## src/rtl/buf_wt_rd_seq_if.sv

```systemverilog
// Weight-buffer read request channel: the sequencer presents addresses,
// the weight-buffer ack logic returns ready once DMA has landed the word.
interface buf_wt_rd_seq_if #(
  parameter int ADDR_W = 10
);
  logic              wt_addr_vld;
  logic [ADDR_W-1:0] wt_addr;
  logic              wt_addr_last;
  logic              wt_addr_rdy;

  modport master (
    output wt_addr_vld,
    output wt_addr,
    output wt_addr_last,
    input  wt_addr_rdy
  );

  modport slave (
    input  wt_addr_vld,
    input  wt_addr,
    input  wt_addr_last,
    output wt_addr_rdy
  );
endinterface

```

## src/rtl/buf_wt_rd_seq.sv

```systemverilog
// Read-side sequencer for the convolution weight buffer. Walks every
// weight address of a layer: each output-channel block of L = kk*cin_grp
// words is replayed once per spatial tile before moving to the next block.
module buf_wt_rd_seq #(
  parameter int ADDR_W = 10,  // log2 of the weight-buffer depth
  parameter int CNT_W  = 8
) (
  input  logic              clk,
  input  logic              rst_n,
  input  logic              fsm_logic_init,
  input  logic              start,
  input  logic [ADDR_W-1:0] cfg_base_addr,
  input  logic [CNT_W-1:0]  cfg_kk,
  input  logic [CNT_W-1:0]  cfg_cin_grp,
  input  logic [CNT_W-1:0]  cfg_cout_grp,
  input  logic [CNT_W-1:0]  cfg_tile_num,
  buf_wt_rd_seq_if.master   wt_if,
  output logic              busy,
  output logic              done
);

  localparam int LEN_W = 2 * CNT_W;

  localparam logic [1:0] ST_IDLE = 2'd0;
  localparam logic [1:0] ST_LOAD = 2'd1;
  localparam logic [1:0] ST_RUN  = 2'd2;
  localparam logic [1:0] ST_DONE = 2'd3;

  logic [1:0]        state_q,    state_d;
  logic [LEN_W-1:0]  len_q,      len_d;
  logic [CNT_W-1:0]  tile_num_q, tile_num_d;
  logic [CNT_W-1:0]  cout_grp_q, cout_grp_d;
  logic [LEN_W-1:0]  off_q,      off_d;
  logic [CNT_W-1:0]  tile_q,     tile_d;
  logic [CNT_W-1:0]  cout_q,     cout_d;
  logic [ADDR_W-1:0] blk_base_q, blk_base_d;

  logic             accept;
  logic             off_end;
  logic             tile_end;
  logic             cout_end;
  logic             cfg_zero;
  logic [LEN_W-1:0] cfg_len;

  // Block length is formed at full product width so no count combination overflows.
  assign cfg_len  = LEN_W'(cfg_kk) * LEN_W'(cfg_cin_grp);
  assign cfg_zero = (cfg_kk == '0) || (cfg_cin_grp == '0) ||
                    (cfg_cout_grp == '0) || (cfg_tile_num == '0);

  assign accept   = (state_q == ST_RUN) && wt_if.wt_addr_rdy;
  assign off_end  = (off_q  == len_q - LEN_W'(1));
  assign tile_end = (tile_q == tile_num_q - CNT_W'(1));
  assign cout_end = (cout_q == cout_grp_q - CNT_W'(1));

  // Next-state: FSM transitions and nested off/tile/cout walk.
  always_comb begin
    // NOTE: every _d defaults to its register so no path leaves a signal unassigned (no latches).
    state_d    = state_q;
    len_d      = len_q;
    tile_num_d = tile_num_q;
    cout_grp_d = cout_grp_q;
    off_d      = off_q;
    tile_d     = tile_q;
    cout_d     = cout_q;
    blk_base_d = blk_base_q;

    if (fsm_logic_init) begin
      // CSR abort beats everything: drop any in-flight request, no done pulse.
      state_d    = ST_IDLE;
      len_d      = '0;
      tile_num_d = '0;
      cout_grp_d = '0;
      off_d      = '0;
      tile_d     = '0;
      cout_d     = '0;
      blk_base_d = '0;
    end else begin
      case (state_q)
        ST_IDLE: begin
          if (start) state_d = ST_LOAD;
        end
        ST_LOAD: begin
          len_d      = cfg_len;
          tile_num_d = cfg_tile_num;
          cout_grp_d = cfg_cout_grp;
          blk_base_d = cfg_base_addr;
          off_d      = '0;
          tile_d     = '0;
          cout_d     = '0;
          state_d    = cfg_zero ? ST_DONE : ST_RUN;
        end
        ST_RUN: begin
          if (accept) begin
            if (!off_end) begin
              off_d = off_q + LEN_W'(1);
            end else if (!tile_end) begin
              // Replay the same block for the next spatial tile.
              off_d  = '0;
              tile_d = tile_q + CNT_W'(1);
            end else if (!cout_end) begin
              off_d      = '0;
              tile_d     = '0;
              cout_d     = cout_q + CNT_W'(1);
              blk_base_d = blk_base_q + ADDR_W'(len_q);
            end else begin
              state_d = ST_DONE;
            end
          end
        end
        ST_DONE: begin
          state_d    = ST_IDLE;
          off_d      = '0;
          tile_d     = '0;
          cout_d     = '0;
          blk_base_d = '0;
        end
        default: state_d = ST_IDLE;
      endcase
    end
  end

  // State and counter registers.
  always_ff @(posedge clk or negedge rst_n) begin
    if (!rst_n) begin
      state_q    <= ST_IDLE;
      len_q      <= '0;
      tile_num_q <= '0;
      cout_grp_q <= '0;
      off_q      <= '0;
      tile_q     <= '0;
      cout_q     <= '0;
      blk_base_q <= '0;
    end else begin
      // NOTE: non-blocking assignments so every register samples pre-edge values.
      state_q    <= state_d;
      len_q      <= len_d;
      tile_num_q <= tile_num_d;
      cout_grp_q <= cout_grp_d;
      off_q      <= off_d;
      tile_q     <= tile_d;
      cout_q     <= cout_d;
      blk_base_q <= blk_base_d;
    end
  end

  // Valid is a pure state decode so it never depends on ready; the address
  // is one adder off the counter registers and wraps silently.
  assign wt_if.wt_addr_vld  = (state_q == ST_RUN);
  assign wt_if.wt_addr      = blk_base_q + ADDR_W'(off_q);
  assign wt_if.wt_addr_last = (state_q == ST_RUN) && off_end;
  assign busy               = (state_q == ST_LOAD) || (state_q == ST_RUN);
  assign done               = (state_q == ST_DONE);

endmodule
```

## src/flat_wrapper.sv

```systemverilog
// flat-port wrapper written by rule: the top's interface ports become plain ports
module buf_wt_rd_seq_flat 
#(
  parameter int ADDR_W = 10,                                    
  parameter int CNT_W  = 8
)
  (clk, rst_n, fsm_logic_init, start, cfg_base_addr, cfg_kk, cfg_cin_grp, cfg_cout_grp, cfg_tile_num, busy, done, wt_if_wt_addr_vld, wt_if_wt_addr, wt_if_wt_addr_last, wt_if_wt_addr_rdy);
  buf_wt_rd_seq_if #(.ADDR_W(ADDR_W)) wt_if_i ();
  input  logic clk;
  input  logic rst_n;
  input  logic fsm_logic_init;
  input  logic start;
  input  logic [ADDR_W-1:0] cfg_base_addr;
  input  logic [CNT_W-1:0] cfg_kk;
  input  logic [CNT_W-1:0] cfg_cin_grp;
  input  logic [CNT_W-1:0] cfg_cout_grp;
  input  logic [CNT_W-1:0] cfg_tile_num;
  output logic busy;
  output logic done;
  output wire logic [$bits(wt_if_i.wt_addr_vld)-1:0] wt_if_wt_addr_vld;
  output wire logic [$bits(wt_if_i.wt_addr)-1:0] wt_if_wt_addr;
  output wire logic [$bits(wt_if_i.wt_addr_last)-1:0] wt_if_wt_addr_last;
  input wire logic [$bits(wt_if_i.wt_addr_rdy)-1:0] wt_if_wt_addr_rdy;
  assign wt_if_wt_addr_vld = wt_if_i.wt_addr_vld;
  assign wt_if_wt_addr = wt_if_i.wt_addr;
  assign wt_if_wt_addr_last = wt_if_i.wt_addr_last;
  assign wt_if_i.wt_addr_rdy = wt_if_wt_addr_rdy;
  buf_wt_rd_seq #(.ADDR_W(ADDR_W), .CNT_W(CNT_W)) u_core (.clk(clk), .rst_n(rst_n), .fsm_logic_init(fsm_logic_init), .start(start), .cfg_base_addr(cfg_base_addr), .cfg_kk(cfg_kk), .cfg_cin_grp(cfg_cin_grp), .cfg_cout_grp(cfg_cout_grp), .cfg_tile_num(cfg_tile_num), .wt_if(wt_if_i), .busy(busy), .done(done));
endmodule
```

## config.mk

```make
export PLATFORM = sky130hd
export DESIGN_NAME = buf_wt_rd_seq_flat
export DESIGN_NICKNAME = d
export VERILOG_FILES = /design/src/rtl/buf_wt_rd_seq_if.sv /design/src/rtl/buf_wt_rd_seq.sv /design/src/flat_wrapper.sv
export SDC_FILE = /design/constraint.sdc
export NUM_CORES = 1
export LEC_CHECK = 0
export CORE_MARGIN = 10
export CORE_UTILIZATION = 43
export DETAILED_ROUTE_END_ITERATION = 8
export GPL_TIMING_DRIVEN = 0
export PLACE_DENSITY = 0.59
export SYNTH_ARGS = -nofsm -noshare
export SYNTH_HDL_FRONTEND = slang
export SYNTH_SLANG_ARGS = --single-unit
```

## constraint.sdc

```tcl
create_clock -name clk -period 6.66 [get_ports clk]
set_input_delay 1.332 -clock clk [delete_from_list [all_inputs] [get_ports clk]]
set_output_delay 1.332 -clock clk [all_outputs]
set_load 0.005 [all_outputs]
```

==> flow_summary.rst, run 1 <==
.. list-table::
   :header-rows: 1

   * - Metric
     - Value
   * - Final hold violation count
     - 0
   * - Critical-path cell with the highest stage delay
     - sky130_fd_sc_hd__clkdlybuf4s50_1
   * - Cell Count Post-Placement
     - about 1200
   * - Number of violations of the max-capacitance limit
     - 0
   * - Proportion of power drawn by the clock network
     - 0.161
   * - Mapped Cells
     - slightly below 900
   * - R2r startpoint
     - u_core.len_q[0]$_DFFE_PN0P_
   * - Switching power summed over all nets
     - approximately 1.3 mW
   * - Setup tns final
     - 0 ps
   * - Maximum clock rate
     - ~170 MHz
   * - Net count after synthesis
     - around 1000
   * - Max-slew violations
     - 0
   * - Number of synthesized flops with an enable pin
     - 0
   * - Post-layout nets
     - 1096
   * - Number of H-tree levels
     - 3
   * - # setup viols final
     - 0
   * - I/O pins
     - 61
   * - Source of the critical timing path
     - cfg_cin_grp[4]
   * - Part of the total power dissipated in sequential elements
     - 0.245
   * - Core outline area
     - 0.0174 mm^2
   * - Worst clock skew
     - 6.16 ps
   * - Die boundary width
     - roughly 150 um
   * - Max rail drop VDD
     - approximately 180 uV
   * - Number of antenna diodes
     - 0
   * - Highest-count cells in the layout ignoring fill and taps
     - sky130_fd_sc_hd__inv_1 (78), sky130_fd_sc_hd__dfrtp_1 (76), sky130_fd_sc_hd__nor2_1 (68)
   * - Outcome
     - complete, no violations
   * - Crit path top cell by count
     - sky130_fd_sc_hd__fa_1
   * - Sum of overflow across all layers after global routing
     - 0
   * - Weighted congestion reported at the end of routability-driven placement
     - ~0.82
   * - Final routed wirelength across all metal layers
     - approximately 19 mm
   * - CTS hold repair buffers
     - 0
   * - Post-DR vias/cell
     - approximately 5.4
   * - Finished layout cell area
     - 0.00887 mm^2
   * - Destination of the critical timing path
     - u_core.len_q[15]$_DFFE_PN0P_
   * - Internal power summed over all cells
     - roughly 1.6 mW
   * - Number of sinks driven by the clock tree
     - 76
   * - Cell area after synthesis
     - slightly below 0.008 mm^2
   * - Setup Crit Path Kind
     - input pin to flip-flop
   * - Worst rel slew slack
     - 0.108
   * - Top flip-flop cell by instance count after synthesis
     - sky130_fd_sc_hd__dfrtp_1
   * - Final clock period utilization by the worst path
     - 0.865
   * - Count of buffers from port buffering
     - between 50 and 60
   * - Via count
     - 6411
   * - Arrival time of the worst setup path
     - 6020 ps
   * - Synthesized area per cell
     - 8.78 um^2
   * - Placed Area
     - around 0.0086 mm^2
   * - Worst-skew pair later-pin latency
     - about 340 ps
   * - Clock tree from TritonCTS
     - built
   * - Clock tree root buffer cell
     - sky130_fd_sc_hd__clkbuf_16
   * - Number of buffers inserted during clock tree synthesis
     - 9
   * - Unrepaired setup endpoints after global routing
     - false
   * - Sequential element share of the synthesized area
     - 0.247
   * - Utilization after layout
     - 0.509
   * - Maximum net fanout on the critical path
     - 9
   * - Residual antenna-violating net count after detailed routing
     - 0
   * - LEAKAGE
     - 4.11 nW
   * - First-pass GRT wire length
     - between 30 and 40 mm
   * - Actual transition at the worst max-transition pin
     - between 1000 and 1500 ps
   * - HPWL after DPL
     - 14.9 mm
   * - Yosys warnings
     - 0
   * - Routed wire per std cell
     - approximately 16 um
   * - Ratio of cells with drive above 1 in the final layout
     - 0.0431
   * - Global-route usage over all layers
     - 0.157
   * - Share of flip-flops with an asynchronous set or reset
     - 1.00
   * - Standard-cell rows
     - 48
   * - Number of register bits inferred by synthesis
     - 76
   * - Die Y-Extent
     - 154 um
   * - Via count of the first global-routing pass
     - just over 6000
   * - Total die area
     - approximately 0.024 mm^2
   * - Worst hold-check slack
     - a little over 500 ps
   * - Number of iterations in the first detailed-routing pass
     - 5
   * - Post-layout minimum cycle time
     - 5760 ps
   * - Number of gates given a new drive strength after cts
     - 0
   * - Leading cell type in the layout, fill and taps excluded
     - sky130_fd_sc_hd__inv_1
   * - Number of setup buffers added after CTS
     - 0
   * - Hold crit path type
     - flip-flop to flip-flop
   * - Maximum number of pins on one net before global-route repair
     - between 50 and 60
   * - Power per unit of standard cell area
     - approximately 330 mW/mm^2
   * - Residual DRC
     - 0
   * - Cell Chain, Critical Path
     - clkdlybuf4s50_1, and2_1, fa_1, fa_1, inv_1, fa_1, fa_1, inv_1, ha_1, a21oi_1, o21bai_1, a2111o_1, a41o_1, xnor2_1, mux2i_1, nor2_1
   * - Reg-to-reg slack, setup
     - ~3100 ps
   * - Layout overhead on the synthesized area
     - 15.3%
   * - Clock transition at the register clock pins on the worst setup and hold paths after CTS
     - about 50 ps
   * - RR Endpoint
     - u_core.tile_q[5]$_DFFE_PN0P_
   * - Maximum root-to-sink buffer count
     - 2
   * - Count of filler cells inserted in the layout
     - about 1700
   * - Startpoint Class
     - input pin
   * - Detailed Route Iter0 Violations
     - 303
   * - Initial Utilization
     - 0.442
   * - Initial antenna violation count
     - 0
   * - Longest individual stage delay on the worst path
     - between 500 and 600 ps
   * - Switching power as a share of total power
     - 0.444
   * - CP Capture Type
     - flip-flop
   * - Yosys cell types
     - 74
   * - Number of cells on the worst reg-to-reg path
     - 11
   * - Data required time of the critical path
     - slightly below 7000 ps
   * - Combinational group share of total power
     - 0.594
   * - Fin cells
     - ~1200
state kept, by name, summed over array words and instances, names as in the netlist:
register,count
u_core.tile_q,8
u_core.cout_q,8
u_core.tile_num_q,8
u_core.state_q,2
u_core.cout_grp_q,8
u_core.off_q,16
u_core.blk_base_q,10
u_core.len_q,16
worst min path at each step:
stage / cells after the start / endpoint / from / slack, ps
global placement: 1 / u_core.off_q[15]$_DFFE_PN0P_ / u_core.off_q[15]$_DFFE_PN0P_ / 510
finish: 1 / u_core.off_q[15]$_DFFE_PN0P_ / u_core.off_q[15]$_DFFE_PN0P_ / 510
floorplan: 1 / u_core.off_q[15]$_DFFE_PN0P_ / u_core.off_q[15]$_DFFE_PN0P_ / 460
detailed placement: 1 / u_core.off_q[15]$_DFFE_PN0P_ / u_core.off_q[15]$_DFFE_PN0P_ / 510
CTS: 1 / u_core.off_q[15]$_DFFE_PN0P_ / u_core.off_q[15]$_DFFE_PN0P_ / 520
global route: 1 / u_core.off_q[15]$_DFFE_PN0P_ / u_core.off_q[15]$_DFFE_PN0P_ / 540
power by group through the flow:
stage	combinational (mW)	sequential [mW]	clock, mW
6_report	1.74	0.718	0.474
3_3_place_gp	1.74	0.728	0
3_5_place_dp	1.75	0.728	0
5_1_grt	1.98	0.740	0.498
4_1_cts	1.76	0.721	0.484
2_1_floorplan	1.33	0.673	0
worst max-delay path: cells and delay by family:
kind | cells | cell delay (ps)
XOR/XNOR | 1 | 200
multiplexers | 1 | 100
buffers and inverters | 3 | 660
AND/OR/NAND/NOR | 2 | 370
AO/OA/AOI/OAI | 4 | 1040
adder cells (fa/ha/maj) | 5 | 2320
Yosys cell counts, types with 4 or more instances:
library cell,n,area [um^2]
sky130_fd_sc_hd__nand3_1,22,110
sky130_fd_sc_hd__buf_1,6,22.5
sky130_fd_sc_hd__and2_1,54,338
sky130_fd_sc_hd__o31ai_1,13,97.6
sky130_fd_sc_hd__a21o_1,12,90.1
sky130_fd_sc_hd__nor2_1,68,255
sky130_fd_sc_hd__a21oi_1,24,120
sky130_fd_sc_hd__a22oi_1,6,45.0
sky130_fd_sc_hd__nand2b_1,20,125
sky130_fd_sc_hd__or3_1,5,31.3
sky130_fd_sc_hd__and3b_1,4,35.0
sky130_fd_sc_hd__nor3_1,17,85.1
sky130_fd_sc_hd__fa_1,38,761
sky130_fd_sc_hd__and3_1,22,138
sky130_fd_sc_hd__ha_1,64,801
sky130_fd_sc_hd__o21ai_0,61,305
sky130_fd_sc_hd__dfrtp_1,76,1900
sky130_fd_sc_hd__clkbuf_1,15,56.3
sky130_fd_sc_hd__nand2_1,54,203
sky130_fd_sc_hd__nand4_1,8,50.1
sky130_fd_sc_hd__nor3b_1,6,45.0
sky130_fd_sc_hd__a31oi_1,13,81.3
sky130_fd_sc_hd__inv_1,78,293
sky130_fd_sc_hd__nor4_1,14,87.6
sky130_fd_sc_hd__o211a_1,4,40.0
sky130_fd_sc_hd__xnor2_1,38,333
sky130_fd_sc_hd__xor2_1,18,158
sky130_fd_sc_hd__o21bai_1,9,67.6
sky130_fd_sc_hd__mux2i_1,29,290
sky130_fd_sc_hd__nor2b_1,6,37.5
cell type report:
class                      instances  area [um^2]  area share
buffer                            25          105      0.0118
clock buffer                      15          278      0.0313
clock inverter                     1         5.00    0.000564
inverter                          78          293      0.0330
multi-input combinational        697         5390       0.608
sequential                        76         1900       0.214
tap                              225          282      0.0317
timing repair buffer              60          616      0.0694
per-stage QoR:
step / setup WS [ps] / total power, mW
floorplan: 1290 / 2.00
finish: 899 / 2.94
global placement: 555 / 2.46
global route: 672 / 3.22
CTS: 882 / 2.97
detailed placement: 535 / 2.48
kinds of logic after synthesis:
| kind of cell | share of synthesized area |
|---|---|
| simple gates | 0.237 |
| buf+inv | 0.0517 |
| fa+ha+maj | 0.203 |
| flops | 0.247 |
| xor+xnor | 0.0638 |
| compound gates | 0.156 |
| mux | 0.0421 |
metal layers:
metal  wire length (um)  track usage  vias up
li1                   -            -     3224
met3                479       0.0251        9
met4                106       0.0247        0
met2               8880        0.258       74
met5                  0            0        -
met1               9330        0.215     3104
Power figures use the tool's default switching activity.
==> inputs of run 2 (changes only) <==
- CTS_CLUSTER_SIZE: not set -> 14
==> results of run 2 <==
The final DEF is identical to that of run 1; final timing and power are the same.
==> inputs of run 3 (changes only) <==
- SKIP_CTS_REPAIR_TIMING: not set -> 1
==> results of run 3 <==
The final DEF is identical to that of run 1; final timing and power are the same.
